--- config.mk ---
export PLATFORM = sky130hd
export DESIGN_NAME = pwm_dac
export DESIGN_NICKNAME = d
export VERILOG_FILES = /design/src/rtl/pwm_dac.sv
export SDC_FILE = /design/constraint.sdc
export NUM_CORES = 1
export LEC_CHECK = 0
export ABC_AREA = 1
export BUFFER_PORTS_ARGS = -buffer_cell sky130_fd_sc_hd__buf_2
export CAP_MARGIN = 5
export CORE_MARGIN = 5
export CORE_UTILIZATION = 53
export CTS_BUF_LIST = sky130_fd_sc_hd__clkbuf_8
export CTS_CLUSTER_DIAMETER = 40
export CTS_CLUSTER_SIZE = 16
export DETAILED_ROUTE_END_ITERATION = 16
export PLACE_DENSITY_LB_ADDON = 0.15
export SLEW_MARGIN = 10
export SYNTH_ARGS = -nofsm -noshare
export SYNTH_HDL_FRONTEND = slang
export SYNTH_SLANG_ARGS = --single-unit
--- constraint.sdc ---
create_clock -name clk -period 1.3 [get_ports clk]
set_input_delay 0.39 -clock clk [delete_from_list [all_inputs] [get_ports clk]]
set_output_delay 0.39 -clock clk [all_outputs]
set_load 0.005 [all_outputs]
--- src/rtl/pwm_dac.sv ---
// PWM output stage: latches one attenuated 8-bit sample per 255-clock period
// and drives a registered single-bit PWM signal for the RC-filtered output.
module pwm_dac (
    input  logic       clk,
    input  logic       rst,
    input  logic       en,
    input  logic [7:0] wave,
    input  logic [1:0] amp,
    input  logic       mute,
    output logic       pwm,
    output logic       sample_req
);

    localparam logic [7:0] LAST_CNT = 8'd254;
    localparam logic [7:0] MIDSCALE = 8'd128;

    logic [7:0]        cnt_q, cnt_d;
    logic [7:0]        duty_q, duty_d;
    logic              pwm_q, pwm_d;
    logic              boundary;
    logic signed [8:0] diff_s;
    logic signed [8:0] shift_s;
    logic [7:0]        scaled;

    // Attenuate about midscale; the shifted offset always fits back into 0..255.
    assign diff_s  = $signed({1'b0, wave}) - 9'sd128;
    assign shift_s = diff_s >>> amp;
    assign scaled  = shift_s[7:0] + MIDSCALE;

    assign boundary = (cnt_q == LAST_CNT);

    always_comb begin
        cnt_d  = cnt_q;
        duty_d = duty_q;
        pwm_d  = 1'b0;
        if (en) begin
            pwm_d = (cnt_q < duty_q);
            if (boundary) begin
                cnt_d  = 8'd0;
                duty_d = mute ? MIDSCALE : scaled;
            end else begin
                cnt_d = cnt_q + 8'd1;
            end
        end
    end

    always_ff @(posedge clk or posedge rst) begin
        if (rst) begin
            cnt_q  <= 8'd0;
            duty_q <= MIDSCALE;
            pwm_q  <= 1'b0;
        end else begin
            cnt_q  <= cnt_d;
            duty_q <= duty_d;
            pwm_q  <= pwm_d;
        end
    end

    // sample_req has no ready: wave/amp/mute are taken on the same enabled edge it is high.
    assign pwm        = pwm_q;
    assign sample_req = en & boundary;

endmodule

-- Word-level counts from Yosys, hierarchy flattened
Index checks and enable logic that the tools add are counted.
- flip-flop bits (word level): 17
- bits of input ports: 14
- logic and storage cells: 14
- add/subtract/negate cells: 3
- magnitude comparators: 1
- equal/unequal tests: 1
- shifts and indexed selects: 1
- muxes and demuxes: 3
- bitwise logic cells: 1
- reductions and logical operators: 1
- operator list (cell ; count):
    $mux W8 ; 2
    $sshr A9 B2 Y8 ; 1
    $sub A8 B8 Y9 const B ; 1
    $add A8 B1 Y8 const B ; 1
    $add A8 B8 Y8 const B ; 1
    $eq A8 B8 Y1 const B ; 1
    $lt A8 B8 Y1 ; 1
    $reduce_and A2 Y1 ; 1
    $and A1 B1 Y1 ; 1
    $mux W1 ; 1

-- Longest topological paths before layout
- depth after elaboration: 4
- depth in mapped cells: 8

-- Worst setup path before layout
No wires, ideal clock.
- kind: reg-to-output
- from: register cnt_q[0]
- to: output port sample_req
- arrival: 1.014 ns
- required time: 0.910 ns
- slack: -0.104 ns
- cell stages (with the launch flop): 7
- buffers on the path: 0
- cells stage by stage: dfrtp_1 -> inv_1 -> ha_1 -> nand2_1 -> nor2_2 -> nand2_4 -> nor2_8
- word-level cells in the longest chain between the ends: 2
- RTL lines (item ; RTL line ; source):
    from (decl) ; 17 ; logic [7:0] cnt_q, cnt_d;
    from (signal assigned) ; 53 ; cnt_q <= cnt_d;
    $eq A8 B8 Y1 ; 30 ; assign boundary = (cnt_q == LAST_CNT);
    $and A1 B1 Y1 ; 61 ; assign sample_req = en & boundary;
    to (decl) ; 11 ; output logic sample_req
No other way between the ends.

-- Final worst setup path
Ends and elaborated chain as after synthesis.

==> impl_metrics.prom <==
# TYPE chip_impl_metric gauge
chip_impl_metric{name="worst-slew-pin-transition",unit="ns"} 0.300
chip_impl_metric{name="layout-area-overhead-vs-synth",unit="%"} 33.3
chip_impl_info{name="status",value="complete, but fails checks"} 1
chip_impl_metric{name="fmax",unit="MHz"} 590
chip_impl_metric{name="synth_top_cell_area_share",unit=""} 0.339
chip_impl_metric{name="postSynthCellCount",unit=""} 167
chip_impl_metric{name="worst-endpoint-required",unit="ns"} 0.91
chip_impl_info{name="worst_setup_path_start_kind",value="flip-flop"} 1
chip_impl_metric{name="hpwlAfterDp",unit="mm"} 1.99
chip_impl_metric{name="core",unit="mm2"} 0.00217
chip_impl_metric{name="remaining_drc_errors",unit=""} 0
chip_impl_metric{name="layout_min_cycle_time",unit="ns"} 1.69
chip_impl_metric{name="dieArea",unit="mm2"} 0.00328
chip_impl_metric{name="drtIter0Drc",unit=""} 14
chip_impl_metric{name="count_of_state_elements_after_synthesis",unit=""} 17
chip_impl_metric{name="postSynthNetCount",unit=""} 190
chip_impl_metric{name="synth_cell_type_count",unit=""} 24
chip_impl_metric{name="total_via_count_in_the_routed_design",unit=""} 1164
chip_impl_metric{name="wl_per_cell",unit="um"} 12.1
chip_impl_metric{name="vias_per_cell",unit=""} 5.02
chip_impl_metric{name="clkSlewWorstSetupHoldPaths",unit="ns"} 0.06
chip_impl_metric{name="gpl_wtd_cong",unit=""} 0.788
chip_impl_info{name="grt_setup_unrepaired",value="true"} 1
chip_impl_metric{name="finish.net_count",unit=""} 228
chip_impl_metric{name="cts.sink_count",unit=""} 17
chip_impl_metric{name="leakagePower",unit="nW"} 0.888
chip_impl_metric{name="hold_viol_final",unit=""} 0
chip_impl_metric{name="cts_htree_levels",unit=""} 1
chip_impl_metric{name="global_route_wire_length_before_repair",unit="mm"} 4.57
chip_impl_info{name="crit_type",value="flip-flop to primary output"} 1
chip_impl_metric{name="initial_core_util",unit=""} 0.545
chip_impl_metric{name="setup_tns",unit="ns"} -3.33
chip_impl_metric{name="placement.io_buffers",unit=""} 15
chip_impl_info{name="yosys-top-cells-area",value="sky130_fd_sc_hd__dfrtp_1, sky130_fd_sc_hd__nand2_1, sky130_fd_sc_hd__ha_1, sky130_fd_sc_hd__inv_1, sky130_fd_sc_hd__nand3_1"} 1
chip_impl_metric{name="clock_tree.buffer_depth",unit=""} 2
chip_impl_info{name="holdCritPathClass",value="primary input to async pin"} 1
chip_impl_info{name="crit_path_end_kind",value="primary output"} 1
chip_impl_info{name="netlist.top_cell.by_area",value="sky130_fd_sc_hd__dfrtp_1"} 1
chip_impl_metric{name="cp.arrival",unit="ns"} 1.30
chip_impl_metric{name="cts_hold_repair.buffers",unit=""} 0
chip_impl_info{name="gr-max-usage-layer",value="met2"} 1
chip_impl_metric{name="groute.layer.met1.usage",unit=""} 0.176
chip_impl_metric{name="largest_net_degree_at_the_start_of_global_routing",unit=""} 14
chip_impl_metric{name="grt_overflow",unit=""} 0
chip_impl_metric{name="first_global_vias",unit=""} 1181
chip_impl_metric{name="grt_use_met2",unit=""} 0.346
chip_impl_info{name="clock_tree_root_buffer_cell",value="sky130_fd_sc_hd__clkbuf_8"} 1
chip_impl_metric{name="power.density_cell_area",unit="mW/mm2"} 1430
chip_impl_metric{name="die_height",unit="um"} 57.2
chip_impl_metric{name="cts_buffers",unit=""} 3
chip_impl_metric{name="post_synth_instance_area",unit="mm2"} 0.00118
chip_impl_metric{name="crit_path_max_fanout",unit=""} 2
chip_impl_metric{name="clk_latency",unit="ns"} 0.26
chip_impl_metric{name="die-width",unit="um"} 57.2
chip_impl_metric{name="slew-limit-headroom",unit=""} 0.800
chip_impl_metric{name="final.setup_skew",unit="ns"} 0.00316
chip_impl_metric{name="min_period_over_period",unit=""} 1.30
chip_impl_metric{name="number_of_violations_of_the_max_capacitance_limit",unit=""} 0
chip_impl_info{name="tritoncts",value="built"} 1
chip_impl_metric{name="post-route-worst-setup-slack",unit="ns"} -0.395
chip_impl_metric{name="antennaDiodeCount",unit=""} 0
chip_impl_metric{name="ios",unit=""} 16
chip_impl_info{name="failed_checks",value="setup timing"} 1
chip_impl_metric{name="rows",unit=""} 17
chip_impl_metric{name="nFillCells",unit=""} 179
chip_impl_metric{name="total_design_power",unit="mW"} 2.25
chip_impl_metric{name="synth_area_per_cell",unit="um2"} 7.08
chip_impl_metric{name="groute.layer.met3.usage",unit=""} 0.0339
chip_impl_metric{name="firstDrtPassIters",unit=""} 4
chip_impl_metric{name="layout-drive-gt1-share",unit=""} 0.319
chip_impl_metric{name="drv_slew",unit=""} 0
chip_impl_metric{name="grt_antenna_before_repair",unit=""} 0
chip_impl_metric{name="yosysWarningCount",unit=""} 0
chip_impl_metric{name="globalRouteTotalUtil",unit=""} 0.179
chip_impl_metric{name="vdd_drop_max",unit="V"} 0.000919
chip_impl_metric{name="drt.antenna.violating_nets",unit=""} 0
chip_impl_metric{name="synth_seq_area_share",unit=""} 0.361
chip_impl_metric{name="detail_route.wirelength",unit="mm"} 2.81
chip_impl_metric{name="finalSetupViolations",unit=""} 16
cells by family after synthesis:
kind of cell / after synthesis / synth area share
AO/OA/AOI/OAI: 12 / 0.0561
buffers and inverters: 28 / 0.0963
XOR/XNOR: 1 / 0.00741
adder cells (fa/ha/maj): 9 / 0.0952
AND/OR/NAND/NOR: 100 / 0.384
flip-flops: 17 / 0.361
metrics by stage:
step	std cells	instance area, um2	setup WS, ns	hold slack, ns	util
global route	232	1580	-0.460	0.126	0.727
global placement	220	1370	-0.115	0.383	0.632
floorplan	167	1190	-0.0822	0.315	-
detailed placement	220	1370	-0.152	0.386	0.632
CTS	229	1480	-0.409	0.113	0.683
finish	232	1580	-0.395	0.109	0.727
synth_stat cells:
| library cell | number |
|---|---|
| sky130_fd_sc_hd__nand2_1 | 64 |
| sky130_fd_sc_hd__inv_1 | 26 |
| sky130_fd_sc_hd__dfrtp_1 | 16 |
| sky130_fd_sc_hd__nand3_1 | 14 |
| sky130_fd_sc_hd__ha_1 | 9 |
| sky130_fd_sc_hd__nor2_1 | 9 |
| sky130_fd_sc_hd__a21oi_1 | 6 |
| sky130_fd_sc_hd__o21ai_0 | 3 |
| sky130_fd_sc_hd__nand3_2 | 2 |
| sky130_fd_sc_hd__nor2_2 | 2 |
| sky130_fd_sc_hd__nor3_1 | 2 |
| sky130_fd_sc_hd__or2_2 | 2 |
| sky130_fd_sc_hd__a21boi_0 | 1 |
| sky130_fd_sc_hd__buf_2 | 1 |
| sky130_fd_sc_hd__buf_6 | 1 |
| sky130_fd_sc_hd__dfstp_2 | 1 |
| sky130_fd_sc_hd__nand2_2 | 1 |
| sky130_fd_sc_hd__nand2_4 | 1 |
| sky130_fd_sc_hd__nand4_1 | 1 |
| sky130_fd_sc_hd__nor2_4 | 1 |
| sky130_fd_sc_hd__nor2_8 | 1 |
| sky130_fd_sc_hd__o21ai_1 | 1 |
| sky130_fd_sc_hd__o21ai_2 | 1 |
| sky130_fd_sc_hd__xnor2_1 | 1 |
path summary, 6_finish.rpt:
check                                 startpoint               endpoint  slack [ns]  depth (start not counted)
hold / removal                               rst  duty_q[1]$_DFFE_PP0P_        0.11                          3
min in group clk                            mute  duty_q[5]$_DFFE_PP0P_        0.42                          4
setup reg to reg            cnt_q[0]$_DFFE_PP0P_   cnt_q[7]$_DFFE_PP0P_       -0.28                          9
max in group asynchronous                    rst  duty_q[7]$_DFFE_PP1P_        0.94                          3
setup / recovery            cnt_q[0]$_DFFE_PP0P_             sample_req       -0.39                          7
hold reg to reg            duty_q[2]$_DFFE_PP0P_  duty_q[2]$_DFFE_PP0P_        0.48                          2
area by class of cell:
type | instances | area [um2] | share of cell area
well taps | 28 | 35.0 | 0.0222
repair buffers | 35 | 239 | 0.152
clock inverters | 1 | 5.00 | 0.00317
flip-flops and latches | 17 | 427 | 0.271
inverters | 26 | 97.6 | 0.0619
clock buffers | 3 | 41.3 | 0.0262
multi-input cells | 122 | 732 | 0.464
state kept, by name (all words and copies together) (netlist names):
signal	cells
cnt_q	8
duty_q	8
pwm	1
cell usage in the layout, fill, tap and decap left out, types with 2 or more instances in the layout:
cell type,n
sky130_fd_sc_hd__nand2_1,60
sky130_fd_sc_hd__inv_1,23
sky130_fd_sc_hd__buf_4,18
sky130_fd_sc_hd__dfrtp_1,16
sky130_fd_sc_hd__nand3_1,14
sky130_fd_sc_hd__buf_2,14
sky130_fd_sc_hd__nor2_1,9
sky130_fd_sc_hd__ha_4,5
sky130_fd_sc_hd__nand2_2,4
sky130_fd_sc_hd__a21oi_1,4
sky130_fd_sc_hd__ha_1,4
sky130_fd_sc_hd__o21ai_0,3
sky130_fd_sc_hd__inv_2,3
sky130_fd_sc_hd__clkbuf_8,3
sky130_fd_sc_hd__buf_6,3
sky130_fd_sc_hd__nor2_4,2
sky130_fd_sc_hd__nand2_4,2
sky130_fd_sc_hd__nor3_1,2
sky130_fd_sc_hd__nand3_2,2
sky130_fd_sc_hd__or2_2,2
sky130_fd_sc_hd__a21oi_2,2
worst max-delay path, cell delays in order (launching register included):
cell,delay (ns)
sky130_fd_sc_hd__dfrtp_1,0.40
sky130_fd_sc_hd__inv_2,0.08
sky130_fd_sc_hd__ha_4,0.13
sky130_fd_sc_hd__nand2_4,0.04
sky130_fd_sc_hd__nor2_4,0.13
sky130_fd_sc_hd__nand2_4,0.08
sky130_fd_sc_hd__nor2_8,0.09
sky130_fd_sc_hd__buf_6,0.09
per-layer routing:
| metal | up-vias | routed length (um) |
|---|---|---|
| met2 | 27 | 1520 |
| li1 | 590 | - |
| met5 | - | 0 |
| met3 | 6 | 137 |
| met4 | 0 | 53 |
| met1 | 541 | 1100 |
report_power, final:
part           switching, mW  leakage (nW)  internal, mW
clock                  0.187        0.0255         0.213
combinational          0.581         0.651         0.515
sequential             0.104         0.212         0.650
timing repair:
item,CTS,global route
resized for setup,6,13
setup buffers,5,5
pin swaps,4,7
endpoints found under the setup margin,16,18
hold endpoints to repair,0,0
Power figures use the tool's default switching activity.
